[config.mk]
export PLATFORM = sky130hd
export DESIGN_NAME = subservient_dbg_loader
export DESIGN_NICKNAME = d
export VERILOG_FILES = /design/src/rtl/subservient_dbg_loader.sv
export SDC_FILE = /design/constraint.sdc
export NUM_CORES = 1
export LEC_CHECK = 0
export CAP_MARGIN = 20
export CORE_MARGIN = 2
export CORE_UTILIZATION = 35
export DETAILED_ROUTE_END_ITERATION = 16
export RECOVER_POWER = 100
export SYNTH_ARGS = -nofsm -noshare
export SYNTH_HDL_FRONTEND = slang
export SYNTH_SLANG_ARGS = --single-unit
export TNS_END_PERCENT = 1
[constraint.sdc]
create_clock -name i_clk -period 1.8 [get_ports i_clk]
set_input_delay 0.54 -clock i_clk [delete_from_list [all_inputs] [get_ports i_clk]]
set_output_delay 0.54 -clock i_clk [all_outputs]
set_load 0.01 [all_outputs]
[src/rtl/subservient_dbg_loader.sv]
// subservient_dbg_loader: streams a length-prefixed firmware image into a core's SRAM over the debug Wishbone port, then releases debug mode.
// Optional DBG_LOADER_VERIFY_EN reads back every written word and errors on mismatch.
module subservient_dbg_loader #(
  parameter logic [31:0] BASE_ADDR = 32'h0000_0000,
  parameter int          MAX_WORDS = 256
) (
  input  logic        i_clk,
  input  logic        i_rst,
  input  logic [7:0]  i_byte,
  input  logic        i_byte_valid,
  output logic        o_byte_ready,
  output logic [31:0] o_wb_adr,
  output logic [31:0] o_wb_dat,
  output logic [3:0]  o_wb_sel,
  output logic        o_wb_we,
  output logic        o_wb_stb,
  input  logic [31:0] i_wb_rdt,
  input  logic        i_wb_ack,
  output logic        o_debug_mode,
  output logic        o_done,
  output logic        o_err,
  output logic [8:0]  o_words
);
  localparam logic [15:0] MAX_N = 16'(MAX_WORDS);
  typedef enum logic [2:0] {
    HDR0, HDR1, COLLECT, WRITE, DONE, ERR
`ifdef DBG_LOADER_VERIFY_EN
    , READ
`endif
  } state_t;
  state_t state_q, state_d;
  logic [15:0] n_q, n_d;
  logic [8:0] words_q, words_d;
  logic [31:0] adr_q, adr_d, dat_q, dat_d;
  logic [23:0] sh_q, sh_d;
  logic [1:0] idx_q, idx_d;
  logic stb_q, stb_d, we_q, we_d;
  logic rdy_q, dbg_q, done_q, err_q;
  logic xfer, last;
  logic [15:0] hdr;
  assign xfer = i_byte_valid && rdy_q;
  assign last = {7'd0, words_q} + 16'd1 == n_q;
  assign hdr = {i_byte, n_q[7:0]};
`ifndef DBG_LOADER_VERIFY_EN
  logic unused_rdt;
  assign unused_rdt = ^i_wb_rdt;
`endif
  always_comb begin
    state_d = state_q;
    n_d = n_q;
    words_d = words_q;
    adr_d = adr_q;
    dat_d = dat_q;
    sh_d = sh_q;
    idx_d = idx_q;
    stb_d = stb_q;
    we_d = we_q;
    case (state_q)
      HDR0: if (xfer) begin
        n_d[7:0] = i_byte;
        state_d = HDR1;
      end
      HDR1: if (xfer) begin
        n_d[15:8] = i_byte;
        state_d = hdr == 16'd0 ? DONE : hdr > MAX_N ? ERR : COLLECT;
      end
      COLLECT: if (xfer) begin
        idx_d = idx_q + 2'd1;
        sh_d = {i_byte, sh_q[23:8]};
        if (idx_q == 2'd3) begin
          dat_d = {i_byte, sh_q};
          stb_d = 1'b1;
          we_d = 1'b1;
          state_d = WRITE;
        end
      end
      WRITE: if (i_wb_ack) begin
        stb_d = 1'b0;
        we_d = 1'b0;
`ifdef DBG_LOADER_VERIFY_EN
        state_d = READ;
`else
        words_d = words_q + 9'd1;
        adr_d = adr_q + 32'd4;
        state_d = last ? DONE : COLLECT;
`endif
      end
`ifdef DBG_LOADER_VERIFY_EN
      // Idle one cycle after the write ack, then issue the readback on the same address.
      READ: if (!stb_q) stb_d = 1'b1;
      else if (i_wb_ack) begin
        stb_d = 1'b0;
        words_d = i_wb_rdt == dat_q ? words_q + 9'd1 : words_q;
        adr_d = i_wb_rdt == dat_q ? adr_q + 32'd4 : adr_q;
        state_d = i_wb_rdt != dat_q ? ERR : last ? DONE : COLLECT;
      end
`endif
      default: ;
    endcase
  end
  always_ff @(posedge i_clk) begin
    if (i_rst) begin
      state_q <= HDR0;
      n_q <= '0;
      words_q <= '0;
      adr_q <= BASE_ADDR;
      dat_q <= '0;
      sh_q <= '0;
      idx_q <= '0;
      stb_q <= 1'b0;
      we_q <= 1'b0;
      rdy_q <= 1'b0;
      dbg_q <= 1'b1;
      done_q <= 1'b0;
      err_q <= 1'b0;
    end else begin
      state_q <= state_d;
      n_q <= n_d;
      words_q <= words_d;
      adr_q <= adr_d;
      dat_q <= dat_d;
      sh_q <= sh_d;
      idx_q <= idx_d;
      stb_q <= stb_d;
      we_q <= we_d;
      rdy_q <= state_d inside {HDR0, HDR1, COLLECT};
      dbg_q <= state_d != DONE;
      done_q <= state_d == DONE;
      err_q <= state_d == ERR;
    end
  end
  assign o_byte_ready = rdy_q;
  assign o_wb_adr = adr_q;
  assign o_wb_dat = dat_q;
  assign o_wb_sel = 4'hF;
  assign o_wb_we = we_q;
  assign o_wb_stb = stb_q;
  assign o_debug_mode = dbg_q;
  assign o_done = done_q;
  assign o_err = err_q;
  assign o_words = words_q;
endmodule
==> reports/results.md <==
| Stage | Result | This run |
|---|---|---|
| drt | 1st-iter DRT viols | 297 |
| power and ir drop | Portion of total power attributed to the clock network | 0.521 |
| synth | Post-synthesis cell type count | 49 |
| cells and area | Antenna diodes | 0 |
| power and ir drop | Net switching power figure | 1.341 mW |
| drt | Final wirelength | 13.05 mm |
| cells and area | Fill cell instance count of the final layout | 1403 |
| grt | Leftover overflow at the end of global routing | 0 |
| critical path | Critical Path Slowest Stage Cell | sky130_fd_sc_hd__or4_4 |
| timing | Setup slack after layout | -0.03232 ns |
| cells and area | Total area of sequential cells | 2434 µm² |
| hold path | Hold path start | sh_q[1]$_SDFFE_PP0P_ |
| clock tree | CTS Buf Count | 17 |
| clock tree | Number of hold-repair buffers added at the cts stage | 0 |
| timing | Final clock skew | 0.005007 ns |
| cells and area | Relative area change from synthesis to final layout | 37.93% |
| critical path | Origin of the worst setup path | n_q[0]$_SDFFE_PP0P_ |
| floorplanning | Core Area | 13990 µm² |
| power and ir drop | Design internal power | 4.896 mW |
| synth | Syn_area_per_cell | 8.012 µm² |
| timing | Shortest period the worst path allows | 1.832 ns |
| cells and area | Final cell area excluding filler cells | 6984 µm² |
| clock tree | Number of sinks handled by clock tree synthesis | 121 |
| critical path | Category of the critical setup timing path | reg2reg |
| critical path | Arrival time reported for the critical path endpoint | 2.14 ns |
| power and ir drop | Fraction of power consumed by sequential logic | 0.435 |
| floorplanning | Number of ports placed on the die boundary | 127 |
| power and ir drop | Power Density | 893.0 nW/µm² |
| outcome | Outcome | finished, violations left |
| synth | Yosys reg bits | 121 |
| floorplanning | Die Footprint | 15450 µm² |
| power and ir drop | Logic gate share of total power | 0.044 |
| grt | Number of global-route vias before repair | 4407 |
| clock tree | Clock slew at the register clock pins of the worst setup and hold paths | 0.05 ns |
| placement | Instance area at placement | 6538 µm² |
| timing | Final Hold Violating Endpoints | 0 |
| synth | Number of cells produced by synthesis | 632 |
| grt | Initial antenna violation count | 0 |
| cells and area | Multi-input gate area in the final layout | 2479 µm² |
| placement | Port bufs | 88 |
| timing | RSZ-0062 raised after global routing | true |
| outcome | Violated checks | setup timing |
| drt | Iteration count of the initial detailed-routing pass | 4 |
| placement | Final GP Congestion | 0.8150 |
| drt | Vias post-DR | 4643 |
| placement | Worst slack after detailed placement | -0.5490 ns |
| clock tree | Worst-Skew Late Latency | 0.42 ns |
| job | Max-Cap Viols | 0 |
| floorplanning | Die Span X | 124.3 µm |
| cells and area | Net total in the final layout | 810 |
| synth | Most frequently used flop master after synthesis | sky130_fd_sc_hd__dfxtp_1 |
| clock tree | CTS tree | built |
| critical path | Kind of start point of the critical path | register |
| drt | Routed wire length per instance | 13.69 µm |
| synth | Netlist area before placement | 5064 µm² |
| critical path | Endpoint class of the critical path | register |
| clock tree | Buffer type at the clock tree root | sky130_fd_sc_hd__clkbuf_16 |
| grt | Pin count of the biggest net entering global routing | 51 |
| synth | Number of warnings issued by yosys | 0 |
| clock tree | Buffer depth of the longest clock path | 2 |
| grt | Wire length of the first global-routing pass | 21.60 mm |
| critical path | Worst reg2reg path startpoint | n_q[0]$_SDFFE_PP0P_ |
| floorplanning | Number of core rows | 43 |
| synth | Part of the Yosys area used for sequential elements | 0.4784 |
| grt | GRT Util Overall | 0.1727 |
| timing | Final setup viols | 2 |
| placement | Hpwl dp | 9.211 mm |
| critical path | Required time worst endpoint | 2.11 ns |
| power and ir drop | Net Sw Frac | 0.2150 |
| critical path | Ordered list of cells on the worst path | or4_4, o21a_1, o311ai_2, o21a_2, nand4_2, a21o_1 |
| hold path | Class of the tightest hold or removal check | reg2reg |
| power and ir drop | Maximum vdd drop | 0.0005589 V |
| floorplanning | Starting utilization of the core area | 0.3620 |
| synth | Number of synthesized flops with an enable pin | 0 |
| power and ir drop | Leak Pwr | 2.893 nW |
| critical path | Maximum fanout encountered on the critical timing path | 2 |
| drt | Detail-routed via count per cell | 4.872 |
| critical path | Largest incremental delay on the critical path | 0.53 ns |
| timing | Top achievable clock speed | 545.8 MHz |
| floorplanning | Height of the die | 124.3 µm |
| synth | Share of synthesized registers carrying an async set or reset | 0 |
| cells and area | Layout cell share with drive strength beyond 1 | 0.1371 |
| timing | Final critical-path share of the clock period | 1.018 |
| drt | Final antenna-violating net count | 0 |
| timing | Number of max-slew violations in the final report | 0 |
| clock tree | Depth of the CTS H-tree | 4 |
| drt | Residual DRC count | 0 |
-- cells by family (layout without fill, tap and decap cells) --
kind of cell               after synthesis  count (layout)  share of synthesized area
and+or+nand+nor                        304             304                     0.2750
DFF                                    121             121                     0.4784
AOI/OAI and AO/OA                      112             112                     0.1208
buffers and inverters                   47             184                    0.04250
xor gates and xnor gates                43              43                    0.07438
adders and majority gates                3               3                   0.007414
other                                    2               6                   0.001483
-- area by class of cell --
class,count,area share
clock inverters,8,0.01415
inverters,4,0.002150
multi-input cells,468,0.3549
repair buffers,151,0.1822
clock buffers,21,0.06593
flip-flops and latches,121,0.3484
well taps,180,0.03225
-- flip-flops by register name, summed over array words and instances (netlist names) --
signal,flops
o_wb_dat,32
o_byte_ready,1
o_wb_we,1
o_err,1
state_q,3
o_done,1
n_q,16
sh_q,24
o_debug_mode,1
o_words,9
o_wb_adr,30
idx_q,2
-- Yosys cell counts (all sizes together), types with 2 or more instances --
cell type / number / share of area
nor4: 4 / 0.0049
xnor2: 20 / 0.035
a21oi: 87 / 0.086
nand2b: 3 / 0.0037
xor2: 23 / 0.040
or4: 2 / 0.0037
o21a: 3 / 0.0047
buf: 15 / 0.019
or3: 7 / 0.0086
nand4: 11 / 0.016
nand4b: 2 / 0.0047
o311ai: 2 / 0.0049
conb: 2 / 0.0015
a211oi: 2 / 0.0030
and2: 3 / 0.0037
ha: 3 / 0.0074
clkbuf: 28 / 0.021
nor3: 10 / 0.011
and3: 11 / 0.014
inv: 4 / 0.0030
o21ai: 11 / 0.011
nand2: 174 / 0.13
dfxtp: 121 / 0.48
nand3: 21 / 0.021
and4: 6 / 0.010
nor2: 43 / 0.033
a21o: 2 / 0.0030
-- path summary, 6_finish.rpt --
path | end | slack (ns) | depth (start not counted)
worst max register to register | o_debug_mode$_SDFF_PP1_ | -0.03 | 6
worst min register to register | o_wb_dat[1]$_SDFFE_PP0P_ | 0.45 | 2
worst max-delay path | o_debug_mode$_SDFF_PP1_ | -0.03 | 6
worst min-delay path | o_wb_dat[1]$_SDFFE_PP0P_ | 0.45 | 2
-- power groups by stage --
stage                     Clock, mW  Sequential, mW  Combinational (mW)
after floorplan                   0            2.77               0.145
after global placement            0            2.77               0.271
after detailed placement          0            2.77               0.278
after CTS                      3.30            2.71               0.282
after global routing           3.44            2.71               0.300
final                          3.25            2.71               0.277
-- stage by stage --
step	utilization	total power, mW	std cells	TNS [ns]	hold slack, ns
3_5_place_dp	0.4674	3.047	924	-39.30	0.4462
5_1_grt	0.4993	6.451	953	-2.144	0.4660
6_report	0.4993	6.237	953	-0.06432	0.4500
4_1_cts	0.5032	6.295	953	-0.2496	0.4510
2_1_floorplan	-	2.912	636	-0.1697	0.4321
3_3_place_gp	0.4674	3.039	924	-37.90	0.4385
-- layout by cell type, fill, tap and decap left out, types with 8 or more instances in the layout --
cell type / synthesis / layout
sky130_fd_sc_hd__a21oi_1: 87 / 87
sky130_fd_sc_hd__and3_1: 11 / 10
sky130_fd_sc_hd__buf_4: 8 / 42
sky130_fd_sc_hd__clkbuf_1: 27 / 9
sky130_fd_sc_hd__clkbuf_16: 0 / 17
sky130_fd_sc_hd__dfxtp_1: 121 / 114
sky130_fd_sc_hd__dlygate4sd2_1: 0 / 77
sky130_fd_sc_hd__nand2_1: 174 / 174
sky130_fd_sc_hd__nand3_1: 21 / 21
sky130_fd_sc_hd__nand4_1: 9 / 9
sky130_fd_sc_hd__nor2_1: 42 / 43
sky130_fd_sc_hd__nor3_1: 9 / 8
sky130_fd_sc_hd__o21ai_0: 11 / 11
sky130_fd_sc_hd__xnor2_1: 20 / 20
sky130_fd_sc_hd__xor2_1: 23 / 23
-- what timing repair did --
action	CTS	global route
setup buffers	0	0
endpoints found under the hold margin	0	0
endpoints found under the setup margin	94	69
gates resized for setup	89	17
pin swaps	3	2
-- layer usage --
layer | part of all wire | wire [µm] | up-vias | track usage
li1 | - | - | 2375 | -
met1 | 0.46 | 5969 | 2163 | 0.2130
met2 | 0.49 | 6347 | 88 | 0.2861
met3 | 0.040 | 525 | 17 | 0.05112
met4 | 0.016 | 207 | 0 | 0.06279
met5 | 0 | 0 | - | 0
-- worst max-delay path, delay by kind of cell (launching register included) --
family,cells,cell delay [ns]
AOI/OAI and AO/OA,4,0.77
and+or+nand+nor,2,0.64
DFF,1,0.32
No activity file was read; power rests on OpenSTA's default activity.
